`config.mk`:
```
export PLATFORM = sky130hd
export DESIGN_NAME = tmds_pll_rst_seq
export DESIGN_NICKNAME = d
export VERILOG_FILES = /design/src/rtl/tmds_pkg.sv /design/src/rtl/sync_2ff.sv /design/src/rtl/tmds_pll_rst_seq.sv
export SDC_FILE = /design/constraint.sdc
export NUM_CORES = 1
export LEC_CHECK = 0
export ABC_AREA = 1
export ABC_CLOCK_PERIOD_IN_PS = 4100
export CAP_MARGIN = 15
export CORE_ASPECT_RATIO = 1.75
export CORE_UTILIZATION = 60
export DETAILED_ROUTE_END_ITERATION = 7
export GPL_ROUTABILITY_DRIVEN = 0
export GPL_TIMING_DRIVEN = 0
export PLACE_DENSITY = 0.84
export SYNTH_ARGS = -nofsm -noshare
export SYNTH_HDL_FRONTEND = slang
export SYNTH_HIERARCHICAL = 1
export SYNTH_SLANG_ARGS = --single-unit
```
`constraint.sdc`:
```
create_clock -name I_clk -period 4.1 [get_ports I_clk]
set_input_delay 0.615 -clock I_clk [delete_from_list [all_inputs] [get_ports I_clk]]
set_output_delay 0.615 -clock I_clk [all_outputs]
set_load 0.02 [all_outputs]
```
`src/rtl/tmds_pkg.sv`:
```
// Shared definitions for the TMDS clocking-path reset sequencer:
// the sequencer state encoding, default timing constants and small helpers.
package tmds_pkg;

    typedef enum logic [1:0] {
        RESET_PLL   = 2'd0,
        WAIT_LOCK   = 2'd1,
        RELEASE_SER = 2'd2,
        RUN         = 2'd3
    } state_t;

    localparam int DEF_PLL_RST_CYC      = 16;
    localparam int DEF_LOCK_STABLE_CYC  = 1024;
    localparam int DEF_LOCK_TIMEOUT_CYC = 65535;
    localparam int DEF_SER_TO_PIX_CYC   = 8;
    localparam int DEF_LOSS_FILT_CYC    = 4;
    localparam int DEF_CNT_W            = 8;

    // Larger of two integers, used to size shared counters.
    function automatic int max2(input int a, input int b);
        return (a > b) ? a : b;
    endfunction

    // Reset/ready levels for a state, packed as {pll_rst, ser_rst, pix_rst, ready}.
    function automatic logic [3:0] state_outs(input state_t s);
        case (s)
            RESET_PLL:   return 4'b1110;
            WAIT_LOCK:   return 4'b0110;
            RELEASE_SER: return 4'b0010;
            RUN:         return 4'b0001;
            default:     return 4'b1110;
        endcase
    endfunction

endpackage

```
`src/rtl/sync_2ff.sv`:
```
// Two-flop synchronizer for a single asynchronous level signal.
// Reusable for any slow asynchronous status input (PLL lock, etc.).
module sync_2ff #(
    parameter logic RST_VAL = 1'b0
) (
    input  logic clk,
    input  logic rst,
    input  logic d,
    output logic q
);

    logic meta_reg;
    logic sync_reg;

    // Two back-to-back flops give metastability a full cycle to settle.
    always_ff @(posedge clk or posedge rst) begin
        if (rst) begin
            meta_reg <= RST_VAL;
            sync_reg <= RST_VAL;
        end else begin
            meta_reg <= d;
            sync_reg <= meta_reg;
        end
    end

    assign q = sync_reg;

endmodule

```
`src/rtl/tmds_pll_rst_seq.sv`:
```
// Reset sequencer for the TMDS PLL: pulses PLL reset, waits for a stable
// lock, releases the serializer domain then the pixel domain, and
// re-sequences on filtered lock loss or lock timeout.
// Optional status counters are built when TMDS_RSTSEQ_STATUS_EN is defined;
// otherwise O_loss_cnt / O_retry_cnt are tied to zero.
module tmds_pll_rst_seq
    import tmds_pkg::*;
#(
    parameter int PLL_RST_CYC      = DEF_PLL_RST_CYC,
    parameter int LOCK_STABLE_CYC  = DEF_LOCK_STABLE_CYC,
    parameter int LOCK_TIMEOUT_CYC = DEF_LOCK_TIMEOUT_CYC,
    parameter int SER_TO_PIX_CYC   = DEF_SER_TO_PIX_CYC,
    parameter int LOSS_FILT_CYC    = DEF_LOSS_FILT_CYC,
    parameter int CNT_W            = DEF_CNT_W
) (
    input  logic             I_clk,
    input  logic             I_rst,
    input  logic             I_pll_lock,
    output logic             O_pll_rst,
    output logic             O_ser_rst,
    output logic             O_pix_rst,
    output logic             O_ready,
    output logic [1:0]       O_state,
    output logic [CNT_W-1:0] O_loss_cnt,
    output logic [CNT_W-1:0] O_retry_cnt
);

    // Phase counter covers PLL reset dwell, lock timeout and ser->pix delay;
    // filter counter covers lock-stable and lock-loss runs. Only one use of
    // each is live in any state, and both clear on every state entry.
    localparam int PH_W = $clog2(max2(max2(PLL_RST_CYC, LOCK_TIMEOUT_CYC), SER_TO_PIX_CYC) + 1);
    localparam int FL_W = $clog2(max2(LOCK_STABLE_CYC, LOSS_FILT_CYC) + 1);

    localparam logic [PH_W-1:0] PLL_LAST    = PH_W'(PLL_RST_CYC - 1);
    localparam logic [PH_W-1:0] TMO_LAST    = PH_W'(LOCK_TIMEOUT_CYC - 1);
    localparam logic [PH_W-1:0] S2P_LAST    = PH_W'(SER_TO_PIX_CYC - 1);
    localparam logic [FL_W-1:0] STABLE_DONE = FL_W'(LOCK_STABLE_CYC);
    localparam logic [FL_W-1:0] LOSS_DONE   = FL_W'(LOSS_FILT_CYC);

    logic            lock_s;
    state_t          state_reg;
    state_t          state_next;
    logic [PH_W-1:0] ph_cnt_reg;
    logic [FL_W-1:0] fl_cnt_reg;
    logic            pll_rst_reg;
    logic            ser_rst_reg;
    logic            pix_rst_reg;
    logic            ready_reg;
    logic            retry_evt;
    logic            loss_evt;

    sync_2ff #(.RST_VAL(1'b0)) u_lock_sync (
        .clk (I_clk),
        .rst (I_rst),
        .d   (I_pll_lock),
        .q   (lock_s)
    );

    // Next-state decision; success beats timeout, loss beats release to RUN.
    always_comb begin
        state_next = state_reg;
        retry_evt  = 1'b0;
        loss_evt   = 1'b0;
        case (state_reg)
            RESET_PLL: begin
                if (ph_cnt_reg == PLL_LAST) state_next = WAIT_LOCK;
            end
            WAIT_LOCK: begin
                if (fl_cnt_reg >= STABLE_DONE) begin
                    state_next = RELEASE_SER;
                end else if (ph_cnt_reg == TMO_LAST) begin
                    state_next = RESET_PLL;
                    retry_evt  = 1'b1;
                end
            end
            RELEASE_SER: begin
                if (fl_cnt_reg >= LOSS_DONE) begin
                    state_next = RESET_PLL;
                    loss_evt   = 1'b1;
                end else if (ph_cnt_reg == S2P_LAST) begin
                    state_next = RUN;
                end
            end
            RUN: begin
                if (fl_cnt_reg >= LOSS_DONE) begin
                    state_next = RESET_PLL;
                    loss_evt   = 1'b1;
                end
            end
            default: state_next = RESET_PLL;
        endcase
    end

    // Sequencer state, counters and registered outputs decoded from the next state.
    always_ff @(posedge I_clk or posedge I_rst) begin
        if (I_rst) begin
            state_reg   <= RESET_PLL;
            ph_cnt_reg  <= '0;
            fl_cnt_reg  <= '0;
            pll_rst_reg <= 1'b1;
            ser_rst_reg <= 1'b1;
            pix_rst_reg <= 1'b1;
            ready_reg   <= 1'b0;
        end else begin
            state_reg <= state_next;
            {pll_rst_reg, ser_rst_reg, pix_rst_reg, ready_reg} <= state_outs(state_next);
            if (state_next != state_reg) begin
                ph_cnt_reg <= '0;
                fl_cnt_reg <= '0;
            end else begin
                if (state_reg != RUN) ph_cnt_reg <= ph_cnt_reg + 1'b1;
                case (state_reg)
                    WAIT_LOCK:        fl_cnt_reg <= lock_s ? fl_cnt_reg + 1'b1 : '0;
                    RELEASE_SER, RUN: fl_cnt_reg <= lock_s ? '0 : fl_cnt_reg + 1'b1;
                    default:          fl_cnt_reg <= '0;
                endcase
            end
        end
    end

    assign O_pll_rst = pll_rst_reg;
    assign O_ser_rst = ser_rst_reg;
    assign O_pix_rst = pix_rst_reg;
    assign O_ready   = ready_reg;
    assign O_state   = state_reg;

`ifdef TMDS_RSTSEQ_STATUS_EN
    logic [CNT_W-1:0] loss_cnt_reg;
    logic [CNT_W-1:0] retry_cnt_reg;

    // Saturating event counters; only the external reset clears them.
    always_ff @(posedge I_clk or posedge I_rst) begin
        if (I_rst) begin
            loss_cnt_reg  <= '0;
            retry_cnt_reg <= '0;
        end else begin
            if (loss_evt && (loss_cnt_reg != '1))   loss_cnt_reg  <= loss_cnt_reg + 1'b1;
            if (retry_evt && (retry_cnt_reg != '1)) retry_cnt_reg <= retry_cnt_reg + 1'b1;
        end
    end

    assign O_loss_cnt  = loss_cnt_reg;
    assign O_retry_cnt = retry_cnt_reg;
`else
    logic unused_evt;
    assign unused_evt  = loss_evt ^ retry_evt;
    assign O_loss_cnt  = '0;
    assign O_retry_cnt = '0;
`endif

endmodule

```
# ---- Word level (Yosys, flattened, before mapping)
# Cells that the tools add are included.
dict set report totals {
  regBits 35
  in_bits 3
  out_inout_bits 22
  wordCells 42
}
dict set report classes {
  n_addsub 2
  n_lt_le_gt_ge 2
  n_eq_ne 11
  mux 14
  n_reduce_logical 4
}
# cell count
set ops {}
lappend ops {{2-to-1 mux 11 bit} 3}
lappend ops {{2-to-1 mux 16 bit} 2}
lappend ops {{one-hot mux 11 bit (2 select lines)} 1}
lappend ops {{adder 16 x 1 -> 16 bit, second input constant} 1}
lappend ops {{== test 16 bit, second input constant} 1}
lappend ops {{== test 16 x 3 -> 1 bit, second input constant} 1}
lappend ops {{== test 16 x 4 -> 1 bit, second input constant} 1}
lappend ops {{one-hot mux 4 bit (4 select lines)} 1}
lappend ops {{2-to-1 mux 2 bit} 6}
lappend ops {{adder 11 x 1 -> 11 bit, second input constant} 1}
lappend ops {{>= comparator 11 bit, second input constant} 1}
lappend ops {{>= comparator 11 x 3 -> 1 bit, second input constant} 1}
lappend ops {{== test 2 bit, second input constant} 4}
lappend ops {{one-hot mux 2 bit (4 select lines)} 1}
lappend ops {{== test 2 x 1 -> 1 bit, second input constant} 2}
lappend ops {{logical NOT 2 bit} 2}
lappend ops {{inequality test 2 bit} 1}
lappend ops {{inequality test 2 bit, second input constant} 1}
lappend ops {{nonzero test 2 bit} 1}
lappend ops {{OR reduction 2 bit} 1}

# ---- Longest topological paths before layout
dict set report depth {
  depth_word 6
  depth_mapped 14
  ltp_nobuf 13
}

# ---- Modules after synthesis
# Netlist, hierarchy kept.
# mod instances cells_per_inst area_each_um2 seq_area_each_um2
set modules_own_cells {}
lappend modules_own_cells {tmds_pll_rst_seq 1 284 2167.1 829.5}
lappend modules_own_cells {sync_2ff 1 3 53.8 50.0}

# ---- Worst setup path after synthesis
# OpenSTA, ideal clock, no wires.
dict set report synth_path {
  path_type {reg-to-reg}
  startpoint {register ph_cnt_reg[0]}
  endpoint {register fl_cnt_reg[0]}
  setup_ns 0.122
  t_arrival_ns 1.485
  required_time_ns 3.978
  slack_ns 2.493
  path_stages_with_launch 15
  n_path_buf 1
  synth_period_minus_slack_ns 1.607
  cell_sequence {dfrtp_1 -> inv_1 -> ha_1 -> nand2_1 -> nor2_1 -> nand2_1 -> nor2_1 -> nor2_1 -> nor2_4 -> nand3_1 -> nand2_1 -> inv_2 -> nand3_4 -> buf_6 -> nor2_2}
}
dict set report synth_via {
  elab_chain_cells 6
  word_cells_on_any_way 11
  classes_between {eq/ne (4); mux (7)}
}
# element line
set synth_lines {}
lappend synth_lines {{from (decl)} tmds_pll_rst_seq.sv:43} ;# logic [PH_W-1:0] ph_cnt_reg;
lappend synth_lines {{from (signal assigned)} tmds_pll_rst_seq.sv:111} ;# if (state_reg != RUN) ph_cnt_reg <= ph_cnt_reg + 1'b1;
lappend synth_lines {{== test 16 x 3 -> 1 bit / == test 16 bit (equally long branches)} {tmds_pll_rst_seq.sv:80, tmds_pll_rst_seq.sv:71}}
lappend synth_lines {{2-to-1 mux 2 bit (on tied branches)} {tmds_pll_rst_seq.sv:80, tmds_pll_rst_seq.sv:71}}
lappend synth_lines {{2-to-1 mux 2 bit (on tied branches)} {tmds_pll_rst_seq.sv:77, tmds_pll_rst_seq.sv:69}}
lappend synth_lines {{one-hot mux 2 bit (4 select lines) *} tmds_pll_rst_seq.sv:64} ;# case (state_reg)
lappend synth_lines {{inequality test 2 bit *} tmds_pll_rst_seq.sv:107} ;# if (state_next != state_reg) begin
lappend synth_lines {{2-to-1 mux 11 bit *} tmds_pll_rst_seq.sv:107}
lappend synth_lines {{to (signal assigned)} tmds_pll_rst_seq.sv:113} ;# WAIT_LOCK: fl_cnt_reg <= lock_s ? fl_cnt_reg + 1'b1 : '0;
lappend synth_lines {{to (signal assigned)} tmds_pll_rst_seq.sv:114} ;# RELEASE_SER, RUN: fl_cnt_reg <= lock_s ? '0 : fl_cnt_reg + 1'b1;
lappend synth_lines {{to (decl)} tmds_pll_rst_seq.sv:44} ;# logic [FL_W-1:0] fl_cnt_reg;
# Mark *: on every way between the ends. The rest lies on a longest branch, timed or not.
# A chain may end at the register's enable or synchronous reset.

# ---- Final worst setup path
dict set report layout_path {
  startpoint {register state_reg[1] (netlist: O_state[1])}
  endpoint {output port O_state[1]}
}
# element line
set layout_lines {}
lappend layout_lines {{from (decl)} tmds_pll_rst_seq.sv:41} ;# state_t state_reg;
lappend layout_lines {{from (signal assigned)} tmds_pll_rst_seq.sv:105} ;# state_reg <= state_next;
lappend layout_lines {{to (decl)} tmds_pll_rst_seq.sv:23} ;# output logic [1:0] O_state,
# No word-level cell between the ends.

==> metrics <==
Iter 0 DRT Violations=43; Crit-path slowest cell=clkdlybuf4s50_1; CTS root buf=clkbuf_8; WP buf/inv=1; R2R Setup Slk=2.17 ns; Relative slew margins=0.510; Synth cell types=27; commonest cells in the netlist=nand2_1, inv_1, nor2_1; PostCTS Resize Cnt=0; Die Width=48.0 um; synth top area cells=dfrtp_1, nand2_1, xor2_1, inv_1, nor2_1; setup TNS=0 ns; Avg Vias per Cell=4.90; Hold Startpoint=u_lock_sync/meta_reg$_DFF_PP0_; Seq. cell area=880 um^2; Hold Crit Endpoint=u_lock_sync/q$_DFF_PP0_; mean post-synth cell area=7.74 um^2; Worst Hold Path Cells=0; CTS tree=done; fin area=2540 um^2; mapped cell area=2220 um^2; Final min period=2.03 ns; clock latency on the worst-skew pair=0.29 ns; final wirelength=4410 um; share of cells above drive strength 1=0.163; post-synthesis xor/xnor area fraction=0.0828; clk slew on worst S/H paths=0.07 ns; multi-input logic area=1090 um^2; largest family of logic cells by synthesized area=simple AND/OR/NAND/NOR gates; total CTS buffers=5; htree depth=2; ANT cells=0; outcome=completed; Yosys top cell by area=dfrtp_1; first-pass iteration count of the detailed router=4; most common cell in the netlist=nand2_1; worst hold-check path type=register to register; CP Class=register to output port; CP max FO=6; Simple-Gate Fraction of Synth Area=0.355; Max Cap Violations=0; R2R depth=8; Reg-to-Reg Start=fl_cnt_reg[0]$_DFF_PP0_; Congestion Overflow GR=0; final design utilization=0.733; # rows=28; Slew Limit Fails=0; die height=82.5 um; CP delay by family, top=buffers and inverters; ANT nets after route=0; Clock Skew=0.00668 ns; post-cts hold buffer count=0; post-synthesis cell count=287; # Post-CTS Setup Buffers=0; Synthesis Warnings=6; max FFs per register=16; GRT Overall Usage=0.258; DP Area=2440 um^2; vias in the first global route=1726; CP startpoint kind=register; CP peak stage delay=0.65 ns; RSZ-0062 raised after global routing=no; die area=3960 um^2; HPWL Detailed=3370 um; crit-path cells=clkdlybuf4s50_1; sequential fraction of the synthesis area=0.396; Synth top area share=0.361; Async S/R FF share, synth=1.00; Worst Path Required=3.48 ns; r2r endpoint=fl_cnt_reg[10]$_DFF_PP0_; Placeable Area=3470 um^2; synthesis-to-layout area growth=14.4%; Post-synth EDFFs=0; mux share of post-synthesis cell area=0; flop and latch count out of synthesis=35; Max clock buf depth=2; vias=1784; clk sinks=35; critical path endpoint category=output port; Post-Synth Adder-Cell Area=0.0225; maximum VDD drop=0.000271 V; nets=325; final setup vio count=0; Port Buffers=8; wire per inst=12.1 um; Pleak=1.32 nW; period utilisation layout=0.495; initial antenna violation count=0; first-pass GRT wire length=7220 um; largest net degree at the start of global routing=19; endpoints failing hold=0; Initial Util=0.640; fmax=493 MHz; Synth Area in Compound Gates=0.00225; # fillers=275; arrival time worst endpoint=1.41 ns; I/O pins=25; Pwr per Cell Area=267 nW/um^2; Worst-Margin Slew=0.734 ns; Main synth FF type=dfrtp_1; DRC viols=0
-- cell type report --
class | count | share of cell area
inverters | 39 | 0.0576
clock buffers | 8 | 0.0394
repair buffers | 9 | 0.0423
well taps | 45 | 0.0222
multi-input cells | 207 | 0.428
plain buffers | 21 | 0.0640
flip-flops and latches | 35 | 0.346
-- layout by cell type (no fill, tap or decap), types with 2 or more instances in the layout --
cell	count
nand2_2	3
nand4_1	20
nor2_2	11
inv_1	38
nand3_4	2
xor2_1	18
dfstp_2	3
xnor2_1	3
buf_6	3
nor2_1	37
buf_4	16
ha_1	4
nand2_1	67
dfrtp_1	32
clkbuf_8	7
nand3_1	13
clkdlybuf4s50_1	8
clkbuf_1	2
nor3_1	6
conb_1	16
-- layer usage --
layer | vias up | track usage | part of all wire
met5 | - | 0 | 0
met4 | 0 | 0.125 | 0.029
met3 | 10 | 0.0370 | 0.019
met2 | 29 | 0.482 | 0.57
met1 | 822 | 0.257 | 0.39
li1 | 923 | - | -
-- report_power, final --
part / total [mW] / leakage [nW] / internal [mW] / switching [mW]
Combinational: 0.0499 / 0.809 / 0.0199 / 0.0300
Sequential: 0.353 / 0.457 / 0.349 / 0.00386
Clock: 0.276 / 0.0515 / 0.153 / 0.123
Total: 0.679 / 1.32 / 0.522 / 0.157
-- stage by stage --
| step | cells | setup WS [ns] | hold WS (ns) | power (mW) |
|---|---|---|---|---|
| global placement | 355 | 1.99 | 0.342 | 0.405 |
| detailed placement | 356 | 2.20 | 0.346 | 0.409 |
| finish | 364 | 2.07 | 0.358 | 0.679 |
| CTS | 364 | 2.06 | 0.363 | 0.688 |
| global route | 364 | 1.94 | 0.365 | 0.702 |
| floorplan | 302 | 2.49 | 0.331 | 0.399 |
-- kinds of logic (layout without fill, tap and decap cells) --
| group | Yosys count | in the layout |
|---|---|---|
| buf+inv | 60 | 77 |
| compound gates | 1 | 1 |
| flops | 35 | 35 |
| xor+xnor | 21 | 21 |
| other cells | 1 | 16 |
| fa+ha+maj | 4 | 4 |
| simple gates | 165 | 165 |
-- how the worst max path moves through the flow --
stage / from / end / slack [ns] / cells past startpoint
floorplan: ph_cnt_reg[0]$_DFFE_PP0P_ / fl_cnt_reg[0]$_DFF_PP0_ / 2.49 / 14
global placement: I_rst / ph_cnt_reg[9]$_DFFE_PP0P_ / 1.99 / 2
detailed placement: fl_cnt_reg[0]$_DFF_PP0_ / fl_cnt_reg[10]$_DFF_PP0_ / 2.20 / 8
CTS: O_state[1]$_DFF_PP0_ / O_state[1] / 2.06 / 1
global route: fl_cnt_reg[0]$_DFF_PP0_ / fl_cnt_reg[10]$_DFF_PP0_ / 1.94 / 8
finish: O_state[1]$_DFF_PP0_ / O_state[1] / 2.07 / 1
No activity file was read; power rests on OpenSTA's default activity.
